$ cat config.mk
export PLATFORM = sky130hd
export DESIGN_NAME = gate_count_module
export DESIGN_NICKNAME = d
export VERILOG_FILES = /design/src/rtl/freq_meter_pkg.sv /design/src/rtl/edge_sync_module.sv /design/src/rtl/gate_count_module.sv
export SDC_FILE = /design/constraint.sdc
export NUM_CORES = 1
export LEC_CHECK = 0
export BUFFER_PORTS_ARGS = -buffer_cell sky130_fd_sc_hd__buf_2
export CORE_AREA = 3 3 104 106
export DETAILED_ROUTE_END_ITERATION = 12
export DIE_AREA = 0 0 107 109
export PLACE_DENSITY = 0.6
export SLEW_MARGIN = 0
export SYNTH_ARGS = -nofsm -noshare
export SYNTH_HDL_FRONTEND = slang
export SYNTH_SLANG_ARGS = --single-unit
$ cat constraint.sdc
create_clock -name clk -period 8.55 [get_ports clk]
set_clock_uncertainty 0.15 [all_clocks]
set_input_delay 2.1375 -clock clk [delete_from_list [all_inputs] [get_ports clk]]
set_output_delay 2.1375 -clock clk [all_outputs]
set_load 0.01 [all_outputs]
$ cat src/rtl/freq_meter_pkg.sv
// freq_meter_pkg: shared FSM state type and default constants for the gated frequency counter.
// Rev 1.0
`default_nettype none

package freq_meter_pkg;

  localparam int DEF_CLK_FREQ_HZ = 50_000_000;
  localparam int DEF_DIV_SHIFT   = 4;
  localparam int DEF_CNT_W       = 32;

  typedef enum logic [1:0] {
    IDLE  = 2'd0,
    GATE  = 2'd1,
    LATCH = 2'd2
  } state_t;

  // Gate timer width; a one-cycle window still needs a 1-bit timer.
  function automatic int timer_width(input int n);
    return (n > 1) ? $clog2(n) : 1;
  endfunction

endpackage

`default_nettype wire

$ cat src/rtl/edge_sync_module.sv
// edge_sync_module: 2-flop synchronizer plus delay flop; emits a one-cycle pulse per rising edge.
// Rev 1.0
`default_nettype none

module edge_sync_module (
  input  logic clk,
  input  logic rst,
  input  logic d,
  output logic rise
);

  logic r_ff1;
  logic r_ff2;
  logic r_ff3;

  always_ff @(posedge clk or posedge rst) begin
    if (rst) begin
      r_ff1 <= 1'b0;
      r_ff2 <= 1'b0;
      r_ff3 <= 1'b0;
    end else begin
      r_ff1 <= d;
      r_ff2 <= r_ff1;
      r_ff3 <= r_ff2;
    end
  end

  assign rise = r_ff2 & ~r_ff3;

endmodule

`default_nettype wire

$ cat src/rtl/gate_count_module.sv
// gate_count_module: counts prescaled edges over a CLK_FREQ_HZ-cycle gate and reports Hz. Rev 1.0
// Optional: GATE_CNT_OVERFLOW_EN adds a saturating edge counter and the overflow output.
`default_nettype none

module gate_count_module
  import freq_meter_pkg::*;
#(
  parameter int CLK_FREQ_HZ = DEF_CLK_FREQ_HZ,
  parameter int DIV_SHIFT   = DEF_DIV_SHIFT,
  parameter int CNT_W       = DEF_CNT_W
) (
  input  logic             clk,
  input  logic             rst,
  input  logic             en,
  input  logic             signal_in1,
  output logic [CNT_W-1:0] freq_hz,
  output logic             freq_valid,
`ifdef GATE_CNT_OVERFLOW_EN
  output logic             overflow,
`endif
  output logic             busy
);

  localparam int               TMR_W    = timer_width(CLK_FREQ_HZ);
  localparam logic [TMR_W-1:0] TMR_LAST = TMR_W'(CLK_FREQ_HZ - 1);

  state_t           r_state;
  state_t           w_state_nxt;
  logic [TMR_W-1:0] r_timer;
  logic [CNT_W-1:0] r_cnt;
  logic [CNT_W-1:0] w_cnt_inc;
  logic [CNT_W-1:0] r_freq_hz;
  logic             r_freq_valid;
  logic             w_rise;
  logic             w_last;

  edge_sync_module u_sync (
    .clk  (clk),
    .rst  (rst),
    .d    (signal_in1),
    .rise (w_rise)
  );

`ifdef GATE_CNT_OVERFLOW_EN
  // Saturation point keeps the shifted result from wrapping.
  localparam logic [CNT_W-1:0] CNT_SAT = {CNT_W{1'b1}} >> DIV_SHIFT;
  logic r_ovf;

  assign w_cnt_inc = (r_cnt == CNT_SAT) ? r_cnt : r_cnt + CNT_W'(1);
  assign overflow  = r_ovf;

  always_ff @(posedge clk or posedge rst) begin
    if (rst) begin
      r_ovf <= 1'b0;
    end else if (r_state == LATCH) begin
      r_ovf <= (r_cnt == CNT_SAT);
    end
  end
`else
  assign w_cnt_inc = r_cnt + CNT_W'(1);
`endif

  assign w_last = (r_timer == TMR_LAST);

  always_comb begin
    w_state_nxt = r_state;
    case (r_state)
      IDLE:    if (en) w_state_nxt = GATE;
      GATE: begin
        if (!en)         w_state_nxt = IDLE;
        else if (w_last) w_state_nxt = LATCH;
      end
      LATCH:   w_state_nxt = en ? GATE : IDLE;
      default: w_state_nxt = IDLE;
    endcase
  end

  always_ff @(posedge clk or posedge rst) begin
    if (rst) begin
      r_state      <= IDLE;
      r_timer      <= '0;
      r_cnt        <= '0;
      r_freq_hz    <= '0;
      r_freq_valid <= 1'b0;
    end else begin
      r_state      <= w_state_nxt;
      r_freq_valid <= 1'b0;
      case (r_state)
        IDLE: begin
          if (en) begin
            r_timer <= '0;
            r_cnt   <= '0;
          end
        end
        GATE: begin
          r_timer <= r_timer + TMR_W'(1);
          if (w_rise) r_cnt <= w_cnt_inc;
        end
        LATCH: begin
          // Edges arriving in this cycle are dropped by the counter clear.
          r_freq_hz    <= r_cnt << DIV_SHIFT;
          r_freq_valid <= 1'b1;
          r_timer      <= '0;
          r_cnt        <= '0;
        end
        default: begin
          r_timer <= '0;
          r_cnt   <= '0;
        end
      endcase
    end
  end

  assign freq_hz    = r_freq_hz;
  assign freq_valid = r_freq_valid;
  assign busy       = (r_state == GATE);

endmodule

`default_nettype wire
== After elaboration in Yosys (flattened, before gate mapping) ==
Cells that the tools add are included.
Cells by class
  muxes and demuxes: 11
  shift operators: 0
  order comparisons: 0
  divide/modulo/power cells: 0
  equality and inequality tests: 6
  add/subtract/negate cells: 2
  multiply operators: 0
  reduce and logical (&&, ||, !) cells: 3
  bitwise gates (word level): 2
Operator list (count)
  $mux 32: 2
  $pmux 32 s2: 1
  $pmux 26 s2: 1
  $add 32x1->32 const B: 1
  $add 26x1->26 const B: 1
  $eq 26x26->1 const B: 1
  $mux 26: 1
  $mux 2: 3
  $pmux 2 s3: 1
  $reduce_and 2->1: 2
  $ne 3x2->1 const B: 1
  $eq 2x1->1 const B: 1
  $eq 2x2->1 const B: 1
  $logic_not 2->1: 1
  $mux 1: 2
  $ne 2x1->1 const B: 1
  $ne 2x2->1 const B: 1
  $and 1x1->1: 1
  $not 1->1: 1
Storage, ports and cells
  input port bits: 4
  latch bits: 0
  bits in registers: 92
  memories: 0
  output and inout bits: 34
  memory bits (writable): 0
  ROM bits: 0

== Depth between registers and ports, before layout ==
Gate-level depths: netlist (run 1).
  depth in word-level cells: 4
  mapped depth: 7
  depth with buffers taken out: 5

== Cells and area by module ==
Synthesis (run 1) repeated with hierarchy kept, for this count alone.
Unflattened totals
  cell total of the unflattened synthesis: 433
  area total of the unflattened synthesis: 4371.7 sq um
Modules (own cells, without submodules)
  gate_count_module: cells each 428, area each 4279.1 sq um, instances 1, sequential area each 2127.0 sq um
  edge_sync_module: cells each 5, area each 92.6 sq um, instances 1, sequential area each 75.1 sq um

== Worst setup path before layout (run 1) ==
OpenSTA, ideal clock, no wires.
  kind: input port to flip-flop
  start point: input en
  end point: register r_cnt[12]
  setup time: 78 ps
  stages: 5
  arrival: 3317 ps
  path slack: 5005 ps
  buffers on the path: 1
  cell sequence: and2b_1 -> o311ai_1 -> clkbuf_1 -> or4b_2 -> a21oi_1
On the way
  cells in the longest elaborated chain, start to end: 2
RTL lines
  from (decl): line gate_count_module.sv:14  | input logic en,
  $ne 2x2->1 (no source line)
  $reduce_and 2->1 (no source line)
  to (signal assigned): line gate_count_module.sv:97  | if (w_rise) r_cnt <= w_cnt_inc;
  to (decl): line gate_count_module.sv:30  | logic [CNT_W-1:0] r_cnt;
Every way passes these cells.
A chain may end at the register's enable or synchronous reset.

== Worst setup path in the final report (run 1) ==
  start point: register r_state[1]
  end point: output busy
On the way
  cells in the longest elaborated chain, start to end: 1
RTL lines
  from (decl): line gate_count_module.sv:27  | state_t r_state;
  from (signal assigned): line gate_count_module.sv:86  | r_state <= w_state_nxt;
  $eq 2x1->1: line gate_count_module.sv:116  | assign busy = (r_state == GATE);
  to (decl): line gate_count_module.sv:21  | output logic busy
Every way passes these cells.

==> run metrics, run 1 <==
status=finished, final reports clean; first-pass GRT wire length=16210 um; Tcrit/Tclk final=50.16%; main combinational cell family by area after synthesis=simple AND/OR/NAND/NOR gates; port bufs=33; Clk Latency, worst-skew pair=0.37 ns; max-cap check violation count=0; Final WS setup=4.262 ns; min Tclk post-route=4.288 ns; P&R area growth vs syn=9.891%; H-tree levels=3; Core ar.=9864 um^2; Post-synth ARST share=100.0%; root buffer cell=clkbuf_8; ratio of cells with drive above 1 in the final layout=18.53%; drt drc=0; Least-Margin Pin Slew=1.098 ns; crit path launch type=flop; TritonCTS clock tree=yes; Die Wd=107 um; Post-CTS Setup Repair Bufs=0; Post-Synth Simple-Gate Area=22.07%; maximum fanout along the worst path=20; top-count cell post-synth=dfrtp_1; mean post-synth cell area=9.924 um^2; Main synth FF type=dfrtp_1; Final Setup Violations=0; GRT Overall Usage=17.36%; routed wl met3=352 um; drt wl/cell=15.76 um; biggest area consumer among synthesized cells=dfrtp_1; Initial Utilization=44.37%; mux contribution to synthesized area=7.318%; XOR/XNOR Fraction of Synth Area=1.201%; Reg clk slew, reported paths=0.09 ns; synth unique cells=54; total gr overflow=0; #FFs+latches synth=88; DR vias/cell=5.745; slew margin rel.=26.41%; Post-DRT Antenna Nets=0; TNS Setup=0 ns; Die ar.=11660 um^2; Critical Path AT=2.00 ns; Pins Over Slew Limit=0; nets@finish=465; Max Buffers Root-to-Sink=2; RSZ-0062 raised after global routing=no; diode count=0; Final HPWL DP=6289 um; Commonest cells post-synth=dfrtp_1, nand2_1, o21ai_0; Synth Area in Adders=0.5718%; YS warnings=0; vias in the first global route=3370; Static Leakage=0.002176 uW; met2 wire len=4496 um; I/O pins=38; Register Area=2202 um^2; top layer in use=met4; number of synthesized flops with an enable pin=0; fin util=48.76%; via count of the routed design=3430; CTS Sinks=88; Fill cells=895; CP Class=reg -> out; Synth Area in Compound Gates=13.89%; initial antenna violation count=0; worst-case reg-to-reg path depth=6; Mapped Cells=441; Multi-input gate area=1994 um^2; Hold Path Class=reg -> reg; Crit. End Element=output port; Setup WS pre-CTS=4.332 ns; pin count of the biggest net entering global routing=55; share of the synthesized area in the top cell type=50.31%; Final Power=764.2 uW; 1st-iter DRT viols=211; cts bufs inserted=9; Placed Cells=581; DRT Wirelength=9408 um; Core Rows=36; die height=109 um; Hold Fails Final Rpt=0; pwr dens=158.9 nW/um^2; final non-filler cell total=597; met1 WL=4470 um; Cell Area, Synth=4377 um^2; Synth area leaders=dfrtp_1, mux2_2, nand2_1; Max Clk Rate=233.2 MHz; Peak VDD IR=0.00007437 V; RePlAce Congestion=0.8044; Critical Path RT=6.26 ns; DRT Pass-1 Iters=4; cell depth of the worst hold path=0; cts hold-fix bufs=0; Resized cells post-CTS=0; Seq/Total Area, Yosys=50.31%
-- placed cells by master (no fill, tap or decap), types with 2 or more instances in the layout --
master / synthesis / final
o31a_1: 3 / 3
o211ai_1: 5 / 5
nor4_1: 4 / 4
a21oi_1: 24 / 24
nand2b_1: 3 / 3
buf_2: 6 / 33
nor2_1: 14 / 14
dfrtp_1: 88 / 88
mux2_2: 24 / 24
nand2_1: 43 / 43
and4_1: 11 / 11
clkinv_2: 0 / 4
xor2_1: 4 / 4
nand4_1: 19 / 19
nor4b_1: 2 / 2
or4b_2: 2 / 2
buf_4: 4 / 5
clkbuf_8: 0 / 9
mux2i_1: 5 / 5
and3_1: 8 / 8
nor3_1: 2 / 2
nand3_1: 20 / 20
o22ai_1: 3 / 3
conb_1: 1 / 4
o21ai_0: 31 / 31
or4_1: 13 / 13
and2_1: 4 / 4
ha_1: 2 / 2
xnor2_1: 2 / 2
or3_1: 15 / 15
o31ai_1: 12 / 12
a31oi_1: 9 / 9
inv_1: 13 / 12
-- sequential cells by signal, summed over array words and instances (netlist names) --
name,count
freq_valid,1
r_timer,26
u_sync.r_ff1,1
r_cnt,28
freq_hz,28
r_state,2
u_sync.r_ff3,1
u_sync.r_ff2,1
-- metrics by stage --
| stage | hold WS, ns | instance area [um^2] |
|---|---|---|
| 2_1_floorplan | 0.1812 | 4388 |
| 3_3_place_gp | 0.1841 | 4616 |
| 3_5_place_dp | 0.1887 | 4616 |
| 4_1_cts | 0.2115 | 4810 |
| 5_1_grt | 0.2266 | 4810 |
| 6_report | 0.2067 | 4810 |
-- cell type report --
type,count,area share (%)
Inverter,13,1.041
Clock buffer,9,2.575
Multi-Input combinational cell,309,41.47
Clock inverter,7,1.457
Sequential cell,88,45.79
Timing Repair Buffer,38,4.214
Tap cell,133,3.460
-- cells by family after synthesis --
| logic type | Yosys count |
|---|---|
| mux | 29 |
| simple gates | 169 |
| buf+inv | 47 |
| other cells | 1 |
| xor+xnor | 6 |
| flops | 88 |
| fa+ha+maj | 2 |
| compound gates | 99 |
-- metal layers --
metal  GRT usage, %  vias up
met4          6.849        0
met1          22.23     1688
met3          3.612        8
li1               -     1669
met5              0        -
met2          29.00       65
-- worst paths after layout --
check,endpoint,from,slack [ns]
max,busy,r_state[1],4.26
max reg2reg,r_cnt[9],r_state[1],5.72
min reg2reg,u_sync.r_ff2,u_sync.r_ff1,0.21
max in group asynchronous,r_timer[15],rst,5.46
min in group asynchronous,freq_hz[11],rst,1.66
min,u_sync.r_ff2,u_sync.r_ff1,0.21
-- where the power goes --
| group | internal, uW | leakage, uW | switching (uW) |
|---|---|---|---|
| combinational | 12.0 | 0.000865 | 26.9 |
| clock | 135 | 0.0000994 | 156 |
| sequential | 424 | 0.00121 | 10.3 |
| total | 571 | 0.00218 | 194 |
-- critical path, cell delays in order (launching register included) --
cell and delay, ns:
dfrtp_1 0.59, nand2b_1 0.67, inv_1 0.18, buf_2 0.19
Power figures use the tool's default switching activity.
==> inputs of run 2 (changes only) <==
- ABC_AREA: unset -> 1
- CORE_AREA: 3 3 104 106 -> 3 3 107 109
- DIE_AREA: 0 0 107 109 -> 0 0 110 112
- PLACE_DENSITY: 0.6 -> 0.59
- clock period: 8.55 -> 4.5 ns (I/O delays scaled with it)
==> run 2 against run 1 <==
Synthesized cell count increased by 42%. First-iteration DRC count increased by 4.7%. Flip-flop and latch count unchanged. Register-to-register slack got worse by 3.3 ns. Clock power increased by 91%. Routed wire length increased by 12%. Sequential power increased by 94%. Design area increased by 5.4%. Via count increased by 16%. Combinational power increased to 3.4 times the previous value. Non-clock buffer count decreased by 2. Largest power group unchanged.
==> run metrics, run 2 <==
cell depth of the worst hold path=0 (unchanged); slew margin rel.=46.46% (was 26.41%); Seq/Total Area, Yosys=48.10% (was 50.31%); DR vias/cell=4.921 (was 5.745); pwr dens=302.0 nW/um^2 (was 158.9 nW/um^2); cts hold-fix bufs=0 (unchanged); die height=112 um (was 109 um); Synth area leaders=dfrtp_1, nand2_1, nor2_1 (was dfrtp_1, mux2_2, nand2_1); most common cell after layout, fill and taps aside=nand2_1 (was dfrtp_1); Reg clk slew, reported paths=0.08 ns (was 0.09 ns); main combinational cell family by area after synthesis=simple AND/OR/NAND/NOR gates (unchanged); P&R area growth vs syn=10.69% (was 9.891%); Final HPWL DP=7740 um (was 6289 um); Max Clk Rate=327.9 MHz; RSZ-0062 raised after global routing=no (unchanged); status=finished, final reports clean (unchanged); Hold Path Class=reg -> reg (unchanged); commonest cells after routing, fill and taps aside=nand2_1, dfrtp_1, nor2_1 (was dfrtp_1, nand2_1, buf_2); via count of the routed design=3966 (was 3430); worst-case reg-to-reg path depth=9 (was 6); Cell Area, Synth=4578 um^2 (was 4377 um^2); Die Wd=110 um (was 107 um); Final Setup Violations=0 (unchanged); 1st-iter DRT viols=221 (was 211); max-cap check violation count=0 (unchanged); Hold Fails Final Rpt=0 (unchanged); Mapped Cells=626 (was 441); drt drc=0 (unchanged); maximum fanout along the worst path=30 (was 20); pin count of the biggest net entering global routing=50 (was 55); XOR/XNOR Fraction of Synth Area=0.3826% (was 1.201%); Core Rows=38 (was 36); GRT Overall Usage=18.46% (was 17.36%); port bufs=33 (unchanged); YS warnings=0 (unchanged); Pins Over Slew Limit=0 (unchanged); share of the synthesized area in the top cell type=48.10% (was 50.31%); TritonCTS clock tree=yes (unchanged); Synth Area in Adders=0.5466% (was 0.5718%); Setup WS pre-CTS=1.744 ns (was 4.332 ns); Clk Latency, worst-skew pair=0.37 ns (about the same); mean post-synth cell area=7.313 um^2 (was 9.924 um^2); diode count=0 (unchanged); number of synthesized flops with an enable pin=0 (unchanged); mux contribution to synthesized area=0% (was 7.318%); Resized cells post-CTS=0 (unchanged); Die ar.=12320 um^2 (was 11660 um^2); Crit. End Element=output port (unchanged); root buffer cell=clkbuf_8 (unchanged); Commonest cells post-synth=nand2_1, dfrtp_1, nor2_1 (was dfrtp_1, nand2_1, o21ai_0); min Tclk post-route=3.050 ns; top-count cell post-synth=nand2_1 (was dfrtp_1); Post-Synth Simple-Gate Area=34.30% (was 22.07%); CP Class=reg -> out (unchanged); H-tree levels=3 (unchanged); drt wl/cell=13.04 um (was 15.76 um); nets@finish=667 (was 465); Synth Area in Compound Gates=9.483% (was 13.89%); synth unique cells=34 (was 54); Post-DRT Antenna Nets=0 (unchanged); Critical Path AT=1.77 ns (was 2.00 ns); Core ar.=10700 um^2 (was 9864 um^2); RePlAce Congestion=0.8587 (was 0.8044); #FFs+latches synth=88 (unchanged); Max Buffers Root-to-Sink=2 (unchanged); Final Power=1530 uW (was 764.2 uW); biggest area consumer among synthesized cells=dfrtp_1 (unchanged); total gr overflow=0 (unchanged); cts bufs inserted=9 (unchanged); vias in the first global route=3789 (was 3370); TNS Setup=0 ns (unchanged); Static Leakage=0.002349 uW (was 0.002176 uW); crit path launch type=flop (unchanged); Final WS setup=1.450 ns (was 4.262 ns); I/O pins=38 (unchanged); Post-CTS Setup Repair Bufs=0 (unchanged); initial antenna violation count=0 (unchanged); Least-Margin Pin Slew=0.8022 ns (was 1.098 ns); DRT Pass-1 Iters=5 (was 4); Post-synth ARST share=100.0% (unchanged); Tcrit/Tclk final=67.78%; CTS Sinks=88 (unchanged); Critical Path RT=3.22 ns (was 6.26 ns); Initial Utilization=42.80% (was 44.37%); ratio of cells with drive above 1 in the final layout=10.36% (was 18.53%); Main synth FF type=dfrtp_1 (unchanged); DRT Wirelength=10510 um (was 9408 um); first-pass GRT wire length=18060 um (was 16210 um); Peak VDD IR=0.0001226 V (was 0.00007437 V)
-- run 2: stage by stage --
stage / utilization [%] / instance area [um^2] / cells / hold WS (ns)
3_3_place_gp: 45.54 / 4872 / 790 / 0.1863
4_1_cts: 47.37 / 5067 / 806 / 0.2078
2_1_floorplan: - / 4589 / 629 / 0.1812
3_5_place_dp: 45.54 / 4872 / 790 / 0.1872
5_1_grt: 47.37 / 5067 / 806 / 0.2158
6_report: 47.37 / 5067 / 806 / 0.2081
-- run 2: final timing paths --
check / to / slack [ns] / startpoint
max: busy / 1.45 / r_state[1]
min in group asynchronous: r_cnt[4] / 0.73 / rst
max reg2reg: r_cnt[13] / 2.42 / r_state[0]
min reg2reg: u_sync.r_ff2 / 0.21 / u_sync.r_ff1
min: u_sync.r_ff2 / 0.21 / u_sync.r_ff1
max in group asynchronous: r_cnt[1] / 2.68 / rst
-- run 2: area by class of cell --
type | count | area, um^2
clock buffer | 10 | 127.6
clock inverter | 6 | 67.56
fill | 1122 | 5630
inverter | 65 | 245.2
multi-input combinational | 461 | 2062
sequential | 88 | 2202
tap | 140 | 175.2
timing repair buffer | 36 | 187.7
-- run 2: per-layer routing --
metal | track usage [%] | wire, um | up-vias
li1 | - | - | 2053
met1 | 24.90 | 5061 | 1836
met2 | 29.77 | 4928 | 68
met3 | 3.884 | 410 | 9
met4 | 5.403 | 114 | 0
met5 | 0 | 0 | -
-- run 2: critical path: stages, from the launching register on --
cell and delay, ns:
dfrtp_1 0.41, inv_1 0.17, nand2_1 0.21, inv_1 0.09
buf_4 0.32, buf_2 0.20
-- run 2: cell families (layout without fill, tap and decap cells) --
group           count (synthesis)  count (layout)
other cells                     1               4
flops                          88              88
xor+xnor                        2               2
compound gates                 79              79
fa+ha+maj                       2               2
simple gates                  374             374
buf+inv                        80             117
-- run 2: power by group --
part / leakage (uW) / switching [uW] / internal, uW
clock: 0.0000933 / 296 / 260
combinational: 0.00106 / 95.8 / 37.0
sequential: 0.00120 / 27.1 / 814
==> inputs of run 3 (changes only) <==
- ABC_AREA: 1 -> 0
- CORE_AREA: 3 3 107 109 -> 3 3 104 106
- DIE_AREA: 0 0 110 112 -> 0 0 107 109
- PLACE_DENSITY: 0.59 -> 0.62
- clock period: 4.5 -> 2.75 ns (I/O delays scaled with it)
==> run 3 against run 2 <==
Combinational power about the same. Sequential power grew 61%. Die area is 5.3% lower. Design area shrank 3.6%. Non-clock buffer count rose by 8. Sequential share of layout area is 1.6 points higher. Count of clock-buffer cells in the layout unchanged. Global-route usage down 0.91 points.
==> run metrics, run 3 (synthesized netlist as in run 1, its figures left out) <==
cell depth of the worst hold path=0 (unchanged); Reg clk slew, reported paths=0.09 ns (was 0.08 ns); cts bufs inserted=9 (unchanged); Final WS setup=0.4032 ns (was 1.450 ns); Core Rows=36 (was 38); Critical Path Source=r_cnt[0] (was r_state[1]); reg2reg setup slack=0.40 ns (was 2.42 ns); Resized cells post-CTS=0 (unchanged); critical path, cell by cell=ha_1, nand4_1, or4_1, or4_1, a21oi_1 (was inv_1, nand2_1, inv_1, buf_4, buf_2); diode count=0 (unchanged); Hold Path Class=reg -> reg (unchanged); slew margin rel.=64.68% (was 46.46%); R2R Path End=r_cnt[26] (was r_cnt[13]); Clk Latency, worst-skew pair=0.36 ns (was 0.37 ns); die height=109 um (was 112 um); cts hold-fix bufs=0 (unchanged); ratio of cells with drive above 1 in the final layout=19.19% (was 10.36%); RSZ-0062 raised after global routing=no (unchanged); initial antenna violation count=0 (unchanged); I/O pins=38 (unchanged); Max Clk Rate=426.1 MHz; pwr dens=501.9 nW/um^2 (was 302.0 nW/um^2); Hold Fails Final Rpt=0 (unchanged); CP Class=reg -> reg (was reg -> out); RePlAce Congestion=0.7909 (was 0.8587); Post-CTS Setup Repair Bufs=0 (unchanged); Max Buffers Root-to-Sink=2 (unchanged); drt wl/cell=15.92 um (was 13.04 um); Tcrit/Tclk final=85.34%; root buffer cell=clkbuf_8 (unchanged); worst-case reg-to-reg path depth=5 (was 9); DR vias/cell=5.852 (was 4.921); cell mode on critical path=or4_1 (was inv_1); Reg2Reg Launch Point=r_cnt[0] (was r_state[0]); CP max stage cell=or4_1 (was dfrtp_1); Critical Path RT=2.88 ns (was 3.22 ns); Hold WS=0.2191 ns (was 0.2081 ns); DRT Wirelength=9582 um (was 10510 um); CTS Sinks=88 (unchanged); most common cell after layout, fill and taps aside=dfrtp_1 (was nand2_1); Peak VDD IR=0.0002934 V (was 0.0001226 V); Critical Path AT=2.48 ns (was 1.77 ns); Crit. End Element=flop (was output port); min Tclk post-route=2.347 ns; max-cap check violation count=0 (unchanged); DRT Pass-1 Iters=4 (was 5); Core ar.=9864 um^2 (was 10700 um^2); Hold Path Origin=u_sync.r_ff1 (unchanged); TNS Setup=0 ns (unchanged); first-pass GRT wire length=16660 um (was 18060 um); commonest cells after routing, fill and taps aside=dfrtp_1, nand2_1, buf_2 (was nand2_1, dfrtp_1, nor2_1); Initial Utilization=44.37% (was 42.80%); Post-DRT Antenna Nets=0 (unchanged); H-tree levels=3 (unchanged); Final HPWL DP=6476 um (was 7740 um); drt drc=0 (unchanged); Placed Cells=587 (was 790); nets@finish=471 (was 667); Die ar.=11660 um^2 (was 12320 um^2); Fill cells=937 (was 1122); final non-filler cell total=602 (was 806); port bufs=33 (unchanged); Setup WS pre-CTS=0.3322 ns (was 1.744 ns); total gr overflow=0 (unchanged); Final Setup Violations=0 (unchanged); P&R area growth vs syn=11.61% (was 10.69%); pin count of the biggest net entering global routing=89 (was 50); Least-Margin Pin Slew=0.5243 ns (was 0.8022 ns); Pins Over Slew Limit=0 (unchanged); 1st-iter DRT viols=148 (was 221); vias in the first global route=3466 (was 3789); GRT Overall Usage=17.55% (was 18.46%); Static Leakage=0.002208 uW (was 0.002349 uW); via count of the routed design=3523 (was 3966); crit path launch type=flop (unchanged); hold path endpoint=u_sync.r_ff2 (unchanged); TritonCTS clock tree=yes (unchanged); maximum fanout along the worst path=8 (was 30); Die Wd=107 um (was 110 um); status=finished, final reports clean (unchanged); fin util=49.52% (was 47.37%); worst stage delay on the critical path=0.57 ns (was 0.41 ns)
==> run 3: cell types whose count changed in the layout (fill, tap and decap cells not counted), sizes merged, moves of 15 or more <==
| cell | change |
|---|---|
| mux2 | +24 |
| nor2 | -81 |
| or3 | +15 |
| inv | -53 |
| nand2 | -167 |
| nand3 | -18 |
| o21ai | -19 |
==> run 3: worst max-delay path: cells and delay by family, from the launching register on <==
family	cells	cell delay, ns
simple gates	3	1.20
flops	1	0.43
fa+ha+maj	1	0.33
compound gates	1	0.16
==> run 3: routing by layer <==
| metal | GRT usage [%] | part of all wire, % |
|---|---|---|
| met1 | 23.12 | 48 |
| met2 | 29.41 | 48 |
| met3 | 2.546 | 2.9 |
| met4 | 6.849 | 1.5 |
| met5 | 0 | 0 |
==> run 3: area by class of cell <==
cell class	instances	area [um^2]	share of cell area, %
Clock inverter	5	81.33	1.665
Sequential cell	88	2202	45.08
Clock buffer	10	127.6	2.613
Timing Repair Buffer	44	260.3	5.328
Multi-Input combinational cell	309	1994	40.83
Tap cell	133	166.4	3.407
Inverter	13	52.55	1.076
==> run 3: how the worst max path moves through the flow <==
stage	cells after the start	end
6_report	5	r_cnt[26]
4_1_cts	3	busy
5_1_grt	5	r_cnt[24]
3_5_place_dp	6	r_cnt[12]
3_3_place_gp	6	r_cnt[12]
2_1_floorplan	7	r_cnt[24]
==> run 3: power by group <==
part / switching, uW / leakage (uW) / internal (uW)
registers: 29.1 / 0.00121 / 1320
clock network: 465 / 0.000103 / 509
logic: 88.7 / 0.000893 / 42.6
total: 583 / 0.00221 / 1870
==> run 3: stage by stage <==
step	total power, uW	instance area, um^2
after global routing	2552	4885
after floorplan	1462	4392
after global placement	1499	4676
final	2451	4885
after detailed placement	1505	4676
after CTS	2482	4885
